$ cat src/rtl/code_to_bcd_decoder.sv
// Decodes a 3-digit coded word (E3 / 2-of-5 74210 / 2-of-5 63210) into BCD, one digit per cycle, then range-checks.
// Latency: out_valid_o rises 4 edges after accept; backpressure: result held in DONE until out_ready_i, in_ready_o low outside IDLE.
module code_to_bcd_decoder #(
   parameter bit         CHECK_RANGE = 1'b1,
   parameter logic [3:0] ERR_NIBBLE  = 4'hF
) (
   input  logic        clk,
   input  logic        rst_n,
   input  logic        in_valid_i,
   output logic        in_ready_o,
   input  logic [1:0]  code_sel_i,
   input  logic [14:0] code_in_i,
   output logic        out_valid_o,
   input  logic        out_ready_i,
   output logic [11:0] bcd_out_o,
   output logic [2:0]  err_digit_o,
   output logic        range_err_o
);

   typedef enum logic [2:0] {IDLE, DEC2, DEC1, DEC0, CHK, DONE} state_e;

   state_e      state_q;
   logic [1:0]  sel_q;
   logic [14:0] code_q;
   logic        in_ready_q;
   logic        out_valid_q;
   logic [11:0] bcd_q;
   logic [2:0]  err_q;
   logic        range_err_q;

   logic [4:0]  cur_code;
   logic [4:0]  digit_res;
   logic [9:0]  value;
   logic        out_of_band;

   // Returns {invalid, nibble} for one coded digit under the given code selection.
   function automatic logic [4:0] dec_digit(input logic [1:0] sel, input logic [4:0] c);
      logic [4:0] r;
      logic [4:0] t;
      r = {1'b1, ERR_NIBBLE};
      t = c - 5'd3;
      case (sel)
         2'd0: if (c >= 5'd3 && c <= 5'd12) r = {1'b0, t[3:0]};
         2'd1: begin
            case (c)
               5'b11000: r = {1'b0, 4'd0};
               5'b00011: r = {1'b0, 4'd1};
               5'b00101: r = {1'b0, 4'd2};
               5'b00110: r = {1'b0, 4'd3};
               5'b01001: r = {1'b0, 4'd4};
               5'b01010: r = {1'b0, 4'd5};
               5'b01100: r = {1'b0, 4'd6};
               5'b10001: r = {1'b0, 4'd7};
               5'b10010: r = {1'b0, 4'd8};
               5'b10100: r = {1'b0, 4'd9};
               default:  r = {1'b1, ERR_NIBBLE};
            endcase
         end
         2'd2: begin
            case (c)
               5'b00110: r = {1'b0, 4'd0};
               5'b00011: r = {1'b0, 4'd1};
               5'b00101: r = {1'b0, 4'd2};
               5'b01001: r = {1'b0, 4'd3};
               5'b01010: r = {1'b0, 4'd4};
               5'b01100: r = {1'b0, 4'd5};
               5'b10001: r = {1'b0, 4'd6};
               5'b10010: r = {1'b0, 4'd7};
               5'b10100: r = {1'b0, 4'd8};
               5'b11000: r = {1'b0, 4'd9};
               default:  r = {1'b1, ERR_NIBBLE};
            endcase
         end
         default: r = {1'b1, ERR_NIBBLE};
      endcase
      return r;
   endfunction

   always_comb begin
      cur_code = code_q[4:0];
      case (state_q)
         DEC2:    cur_code = code_q[14:10];
         DEC1:    cur_code = code_q[9:5];
         default: cur_code = code_q[4:0];
      endcase
   end

   assign digit_res = dec_digit(sel_q, cur_code);

   always_comb begin
      value = {6'd0, bcd_q[11:8]} * 10'd100 + {6'd0, bcd_q[7:4]} * 10'd10 + {6'd0, bcd_q[3:0]};
      case (sel_q)
         2'd0:    out_of_band = (value > 10'd99);
         2'd1:    out_of_band = (value < 10'd100) || (value > 10'd449);
         2'd2:    out_of_band = (value < 10'd450) || (value > 10'd899);
         default: out_of_band = 1'b0;
      endcase
   end

   always_ff @(posedge clk or negedge rst_n) begin
      if (!rst_n) begin
         state_q     <= IDLE;
         sel_q       <= 2'd0;
         code_q      <= 15'd0;
         in_ready_q  <= 1'b0;
         out_valid_q <= 1'b0;
         bcd_q       <= 12'd0;
         err_q       <= 3'd0;
         range_err_q <= 1'b0;
      end else begin
         case (state_q)
            IDLE: begin
               // in_ready_q is low only on the first cycle out of reset.
               if (in_ready_q && in_valid_i) begin
                  state_q     <= DEC2;
                  sel_q       <= code_sel_i;
                  code_q      <= code_in_i;
                  in_ready_q  <= 1'b0;
                  bcd_q       <= 12'd0;
                  err_q       <= 3'd0;
                  range_err_q <= 1'b0;
               end else begin
                  in_ready_q <= 1'b1;
               end
            end
            DEC2: begin
               bcd_q[11:8] <= digit_res[3:0];
               err_q[2]    <= digit_res[4];
               state_q     <= DEC1;
            end
            DEC1: begin
               bcd_q[7:4] <= digit_res[3:0];
               err_q[1]   <= digit_res[4];
               state_q    <= DEC0;
            end
            DEC0: begin
               bcd_q[3:0] <= digit_res[3:0];
               err_q[0]   <= digit_res[4];
               state_q    <= CHK;
            end
            CHK: begin
               range_err_q <= CHECK_RANGE && (err_q == 3'd0) && out_of_band;
               out_valid_q <= 1'b1;
               state_q     <= DONE;
            end
            DONE: begin
               if (out_ready_i) begin
                  out_valid_q <= 1'b0;
                  in_ready_q  <= 1'b1;
                  state_q     <= IDLE;
               end
            end
            default: state_q <= IDLE;
         endcase
      end
   end

   assign in_ready_o  = in_ready_q;
   assign out_valid_o = out_valid_q;
   assign bcd_out_o   = bcd_q;
   assign err_digit_o = err_q;
   assign range_err_o = range_err_q;

endmodule

$ cat config.mk
export PLATFORM = sky130hd
export DESIGN_NAME = code_to_bcd_decoder
export DESIGN_NICKNAME = d
export VERILOG_FILES = /design/src/rtl/code_to_bcd_decoder.sv
export SDC_FILE = /design/constraint.sdc
export NUM_CORES = 1
export LEC_CHECK = 0
export ABC_AREA = 1
export ABC_CLOCK_PERIOD_IN_PS = 6800
export CAP_MARGIN = 20
export CORE_MARGIN = 4
export CORE_UTILIZATION = 55
export DETAILED_ROUTE_END_ITERATION = 6
export GPL_ROUTABILITY_DRIVEN = 0
export GPL_TIMING_DRIVEN = 1
export PLACE_DENSITY = 0.78
export REMOVE_ABC_BUFFERS = 1
export SYNTH_ARGS = -nofsm -noshare
export SYNTH_HDL_FRONTEND = slang
export SYNTH_SLANG_ARGS = --single-unit
export TNS_END_PERCENT = 20
$ cat constraint.sdc
create_clock -name clk -period 6.8 [get_ports clk]
set_clock_uncertainty 0.15 [all_clocks]
set_input_delay 0.68 -clock clk [delete_from_list [all_inputs] [get_ports clk]]
set_output_delay 0.68 -clock clk [all_outputs]
set_load 0.005 [all_outputs]
# == Yosys cells after proc, flatten, opt, wreduce, memory -nomap -nowiden ==
# Memory sizes are Yosys's and may differ from the RTL's.
# Index checks and enable logic that the tools add are counted.
# totals
reg_bits,38
latchBits,0
ramBits,0
romBits,320
in_bits,21
out_inout_bits,18
elab_cells,79
n_memories,2
# mem_list
memory,depth,width,rd,rd_clocked_by_memory_dff,wr,line,source
(no name shown),32,5,1,0,0,45,case (c)
(no name shown),32,5,1,0,0,60,case (c)
# op_classes
n_addsub,3
mul,2
n_div,0
order_cmp,7
n_eq_ne,9
n_shift,0
muxes,22
bitwise,0
reduce_logical,22
# op_table
op,count
4-bit one-hot mux with 2 select lines,3
3-bit one-hot mux with 6 select lines,1
2-bit AND reduction,8
5-bit one-hot mux with 3 select lines,1
12-bit two-way mux,1
1-bit one-hot mux with 2 select lines,6
2-bit nonzero test,6
10-bit by 4-bit adder with 10-bit output,1
10-bit by 8-bit adder with 10-bit output,1
10-bit > comparator (second input constant),1
10-bit by 7-bit > comparator with 1-bit output (second input constant),1
10-bit by 9-bit > comparator with 1-bit output (second input constant),1
10-bit by 7-bit less-than comparator with 1-bit output (second input constant),1
10-bit by 9-bit less-than comparator with 1-bit output (second input constant),1
5-bit one-hot mux with 2 select lines,1
3-bit two-way mux,3
4-bit by 5-bit multiplier with 8-bit output (second input constant),1
4-bit by 3-bit multiplier with 7-bit output (second input constant),1
3-bit by 2-bit equality test with 1-bit output (second input constant),2
3-bit equality test (second input constant),2
3-bit logical NOT,2
5-bit by 2-bit greater-or-equal comparator with 1-bit output (second input constant),1
5-bit by 4-bit less-or-equal comparator with 1-bit output (second input constant),1
5-bit two-way mux,1
other kinds (10),17

# == Depth between registers and ports, before layout ==
# logic_depth
word_depth,8
depth_mapped,21
depth_no_buf,21

# == Least setup slack after synthesis ==
# Ideal clock, no wire load.
# synth_timing
path_kind,reg-to-reg
from,"register bcd_q[5], in the netlist bcd_out_o[5]"
to,"register range_err_q, in the netlist range_err_o"
setup_time_ps,117
arrival_ps,2922
required_ps,6533
slack_ps,3612
stages_incl_launch_ff,19
n_path_buf,0
period_less_slack_ps,3188
path_cell_list,dfrtp_1 -> ha_1 -> ha_1 -> fa_1 -> xor2_1 -> ha_1 -> ha_1 -> a21oi_1 -> nand2_1 -> nand2_1 -> nand2_1 -> nor2_1 -> nand2_1 -> nand2_1 -> nand2_1 -> nand2_1 -> nand3_1 -> nand2_1 -> nand2_1
# synth_between
elab_chain_len,8
word_cells_on_any_way,13
classes_between,2 x add/sub; 1 x mul; 5 x order compare; 2 x mux; 3 x reduce/logical
# synth_rtl
item,line,source
from (decl),27,logic [11:0] bcd_q;
from (signal assigned),132,bcd_q[7:4] <= digit_res[3:0];
4-bit by 3-bit multiplier with 7-bit output (*),91,"value = {6'd0, bcd_q[11:8]} * 10'd100 + {6'd0, bcd_q[7:4]} * 10'd10 + {6'd0, bcd_q[3:0]};"
10-bit by 8-bit adder with 10-bit output (*),91,
10-bit by 4-bit adder with 10-bit output (*),91,
"10-bit by 9-bit less-than comparator with 1-bit output, or another cell as far along",95,2'd2: out_of_band = (value < 10'd450) || (value > 10'd899);
"1-bit logical OR, on equally long branches","95, 94",
1-bit one-hot mux with 3 select lines (*),92,case (sel_q)
1-bit logical AND (*),142,range_err_q <= CHECK_RANGE && (err_q == 3'd0) && out_of_band;
1-bit one-hot mux with 2 select lines (*),111,case (state_q)
to (signal assigned),142,
to (decl),29,logic range_err_q;
# Mark *: on every way between the ends. The rest lies on a longest branch, timed or not.
# A chain may end at the register's enable or synchronous reset.

# == Worst setup path in the final report ==
# layout_timing
from,"register bcd_q[7], in the netlist bcd_out_o[7]"
to,"register range_err_q, in the netlist range_err_o"
# The elaborated chain is that of the path after synthesis.

==> flow_metrics.tcl <==
set metrics [dict create \
    cp_slowest_cell "dfrtp_1" \
    synth_compound_area_frac 0.0517 \
    critPathTopFamily "adder cells" \
    clock_latency_ns 0.29 \
    via_count 2831 \
    grtUsageTotal 0.232 \
    worst_pin_slew_ns 0.869 \
    cp_max_fo 6 \
    cts-resized-gates 0 \
    initial_core_util 0.574 \
    cts_root_buf "clkbuf_8" \
    antenna_cells 0 \
    syn2layout_area_growth_pct 18.2 \
    portBuffers 38 \
    holdBufCountCts 0 \
    vias_per_cell 5.29 \
    crit_top_cell "nand2_1" \
    synth_edf_count 0 \
    post_cts_buffers 0 \
    worst-endpoint-required_ns 6.83 \
    totalWireLength_um 7100 \
    yosys_most_used_dff "dfrtp_1" \
    ys_top_cells_by_area "dfrtp_1 32%, nand2_1 23%, ha_1 12%" \
    row_count 26 \
    hold_viol 0 \
    synth.distinct_cells 29 \
    synthCells 423 \
    dieWidth_um 81.2 \
    wl_per_cell_um 13.3 \
    period_minus_slack_ns 3.48 \
    synth_mux_area_frac 0 \
    reg2reg_depth 17 \
    grt_overflow 0 \
    synth_top_family_by_area "simple AND/OR/NAND/NOR gates" \
    ff2ff_setup_slack_ns 3.32 \
    grt_antenna_before_repair 0 \
    numCtsBuffers 5 \
    crit_chain "ha_1, ha_1, fa_1, ha_1, ha_1, nand2_1, nand3_1, xor2_1, inv_1, nor2_1, nand2_1, nand2_1, nand2_1, nand2_1, nand3_1, nand2_1, nand2_1" \
    cts.sinks 38 \
    yosys_warnings 0 \
    synthAdderAreaFrac 0.153 \
    synth_xor_area_frac 0.0178 \
    slew_headroom 0.421 \
    dp_hpwl_um 5610 \
    end_kind "flop" \
    final_antenna_net_count 0 \
    crit_type "flop to flop" \
    rsz0062_at_grt "false" \
    yosysTopAreaCellShare 0.322 \
    die_area_um2 6600 \
    timing.fmax_ghz 0.287 \
    core_area_um2 5140 \
    syn-mean-instance-area_um2 6.97 \
    drt_pre_antenna_iters 5 \
    synthSimpleGateAreaFrac 0.379 \
    path_buf_inv 1 \
    drc 0 \
    grt_pass1_wl_um 11800 \
    finalCritPeriodShare 0.512 \
    io_pins 39 \
    nets 518 \
    drt_first_iter_violations 176 \
    clockBufferDepth 2 \
    die_h_um 81.2 \
    ys_seq_elements 38 \
    h-tree-depth 2 \
    drv_cap 0 \
    hold_depth 2 \
    yosysTopAreaCell "dfrtp_1" \
    finalSetupViolCount 0 \
    yosysSeqAreaShare 0.322 \
    critPathMaxStageDelay_ns 0.46 \
    cp.depth 17 \
    hold_path_class "flop to flop" \
    startpoint_type "flop" \
    status "finished, final reports clean" \
    async_flop_share 1.00 \
    layout-drive-gt1-share 0.0559 \
    grt_max_degree 39 \
    cts_tree "done" \
    arrival_ns 3.51 \
    slew_viol_final 0 \
    syn_area_um2 2950 \
    setup_tns_ns 0 \
    clkTransAtPathRegs_ns 0.08 \
    grt_pass1_vias 2533 \
]
flip-flops by register name, summed over array words and instances (netlist names):
register	count
range_err_o	1
state_q	3
bcd_out_o	12
out_valid_o	1
code_q	15
err_digit_o	3
in_ready_o	1
sel_q	2
worst register-to-register path, stage by stage (launching register included):
cell	delay, ns
dfrtp_1	0.46
ha_1	0.31
ha_1	0.22
fa_1	0.45
ha_1	0.30
ha_1	0.40
nand2_1	0.09
nand3_1	0.10
xor2_1	0.29
inv_1	0.07
nor2_1	0.11
nand2_1	0.07
nand2_1	0.06
nand2_1	0.05
nand2_1	0.05
nand3_1	0.08
nand2_1	0.07
nand2_1	0.04
synth_stat cells (2+ instances only):
cell and count:
a21oi_1 11, clkbuf_1 3, dfrtp_1 38, fa_1 5
ha_1 28, inv_1 46, inv_2 5, nand2_1 177
nand3_1 36, nand3_2 4, nand3b_1 3, nand4_1 8
nor2_1 23, nor3_1 4, o21ai_0 13, o21ai_2 2
xnor2_1 3, xor2_1 3
cell families after synthesis:
logic type,Yosys count
flops,38
buf+inv,57
fa+ha+maj,33
xor+xnor,6
simple gates,261
compound gates,28
through the flow:
| stage | instance area, um^2 | utilization | hold slack, ns | setup WS [ns] | cells |
|---|---|---|---|---|---|
| after floorplan | 2920 | - | 0.234 | 3.61 | 418 |
| after global placement | 3390 | 0.660 | 0.304 | 3.45 | 527 |
| after detailed placement | 3390 | 0.660 | 0.308 | 3.35 | 527 |
| after CTS | 3490 | 0.678 | 0.328 | 3.34 | 535 |
| after global routing | 3490 | 0.678 | 0.358 | 3.03 | 535 |
| final | 3490 | 0.678 | 0.326 | 3.32 | 535 |
area by class of cell:
type	count	area (um^2)
timing repair buffer	39	383
tap	70	87.6
fill	482	1650
clock buffer	6	82.6
inverter	52	195
sequential	38	951
clock inverter	2	12.5
multi-input combinational	328	1770
cells in the final DEF, fill, tap and decap left out, drive strengths merged:
cell             n
clkinvlp         1
a21boi           1
nand3           41
nand2          178
inv             51
nor3             4
clkdlybuf4s50   37
buf              2
nand4            8
fa               5
clkbuf           6
a21oi           11
nand3b           3
nor2            25
ha              28
xnor2            3
o21a             1
or2              1
nor3b            1
dfrtp           38
xor2             3
clkinv           2
o21ai           15
path summary, 6_finish.rpt:
path,from,end
max in group asynchronous,rst_n,bcd_out_o[7]
min in group asynchronous,rst_n,sel_q[1]
worst max-delay path,bcd_out_o[7],range_err_o
worst min register to register,code_q[2],code_q[2]
worst min-delay path,code_q[2],code_q[2]
worst max register to register,bcd_out_o[7],range_err_o
per-layer routing:
metal  wire, um  part of all wire  vias to the layer above  global-route usage
li1           -                 -                     1427                   -
met1       3250              0.46                     1297               0.323
met2       3440              0.48                      105               0.392
met3        386             0.054                        2              0.0244
met4         31            0.0044                        0              0.0422
met5          0                 0                        -                   0
Power is not shown: default switching activity piles up to over one toggle a cycle in this logic, so the estimate is an artifact.
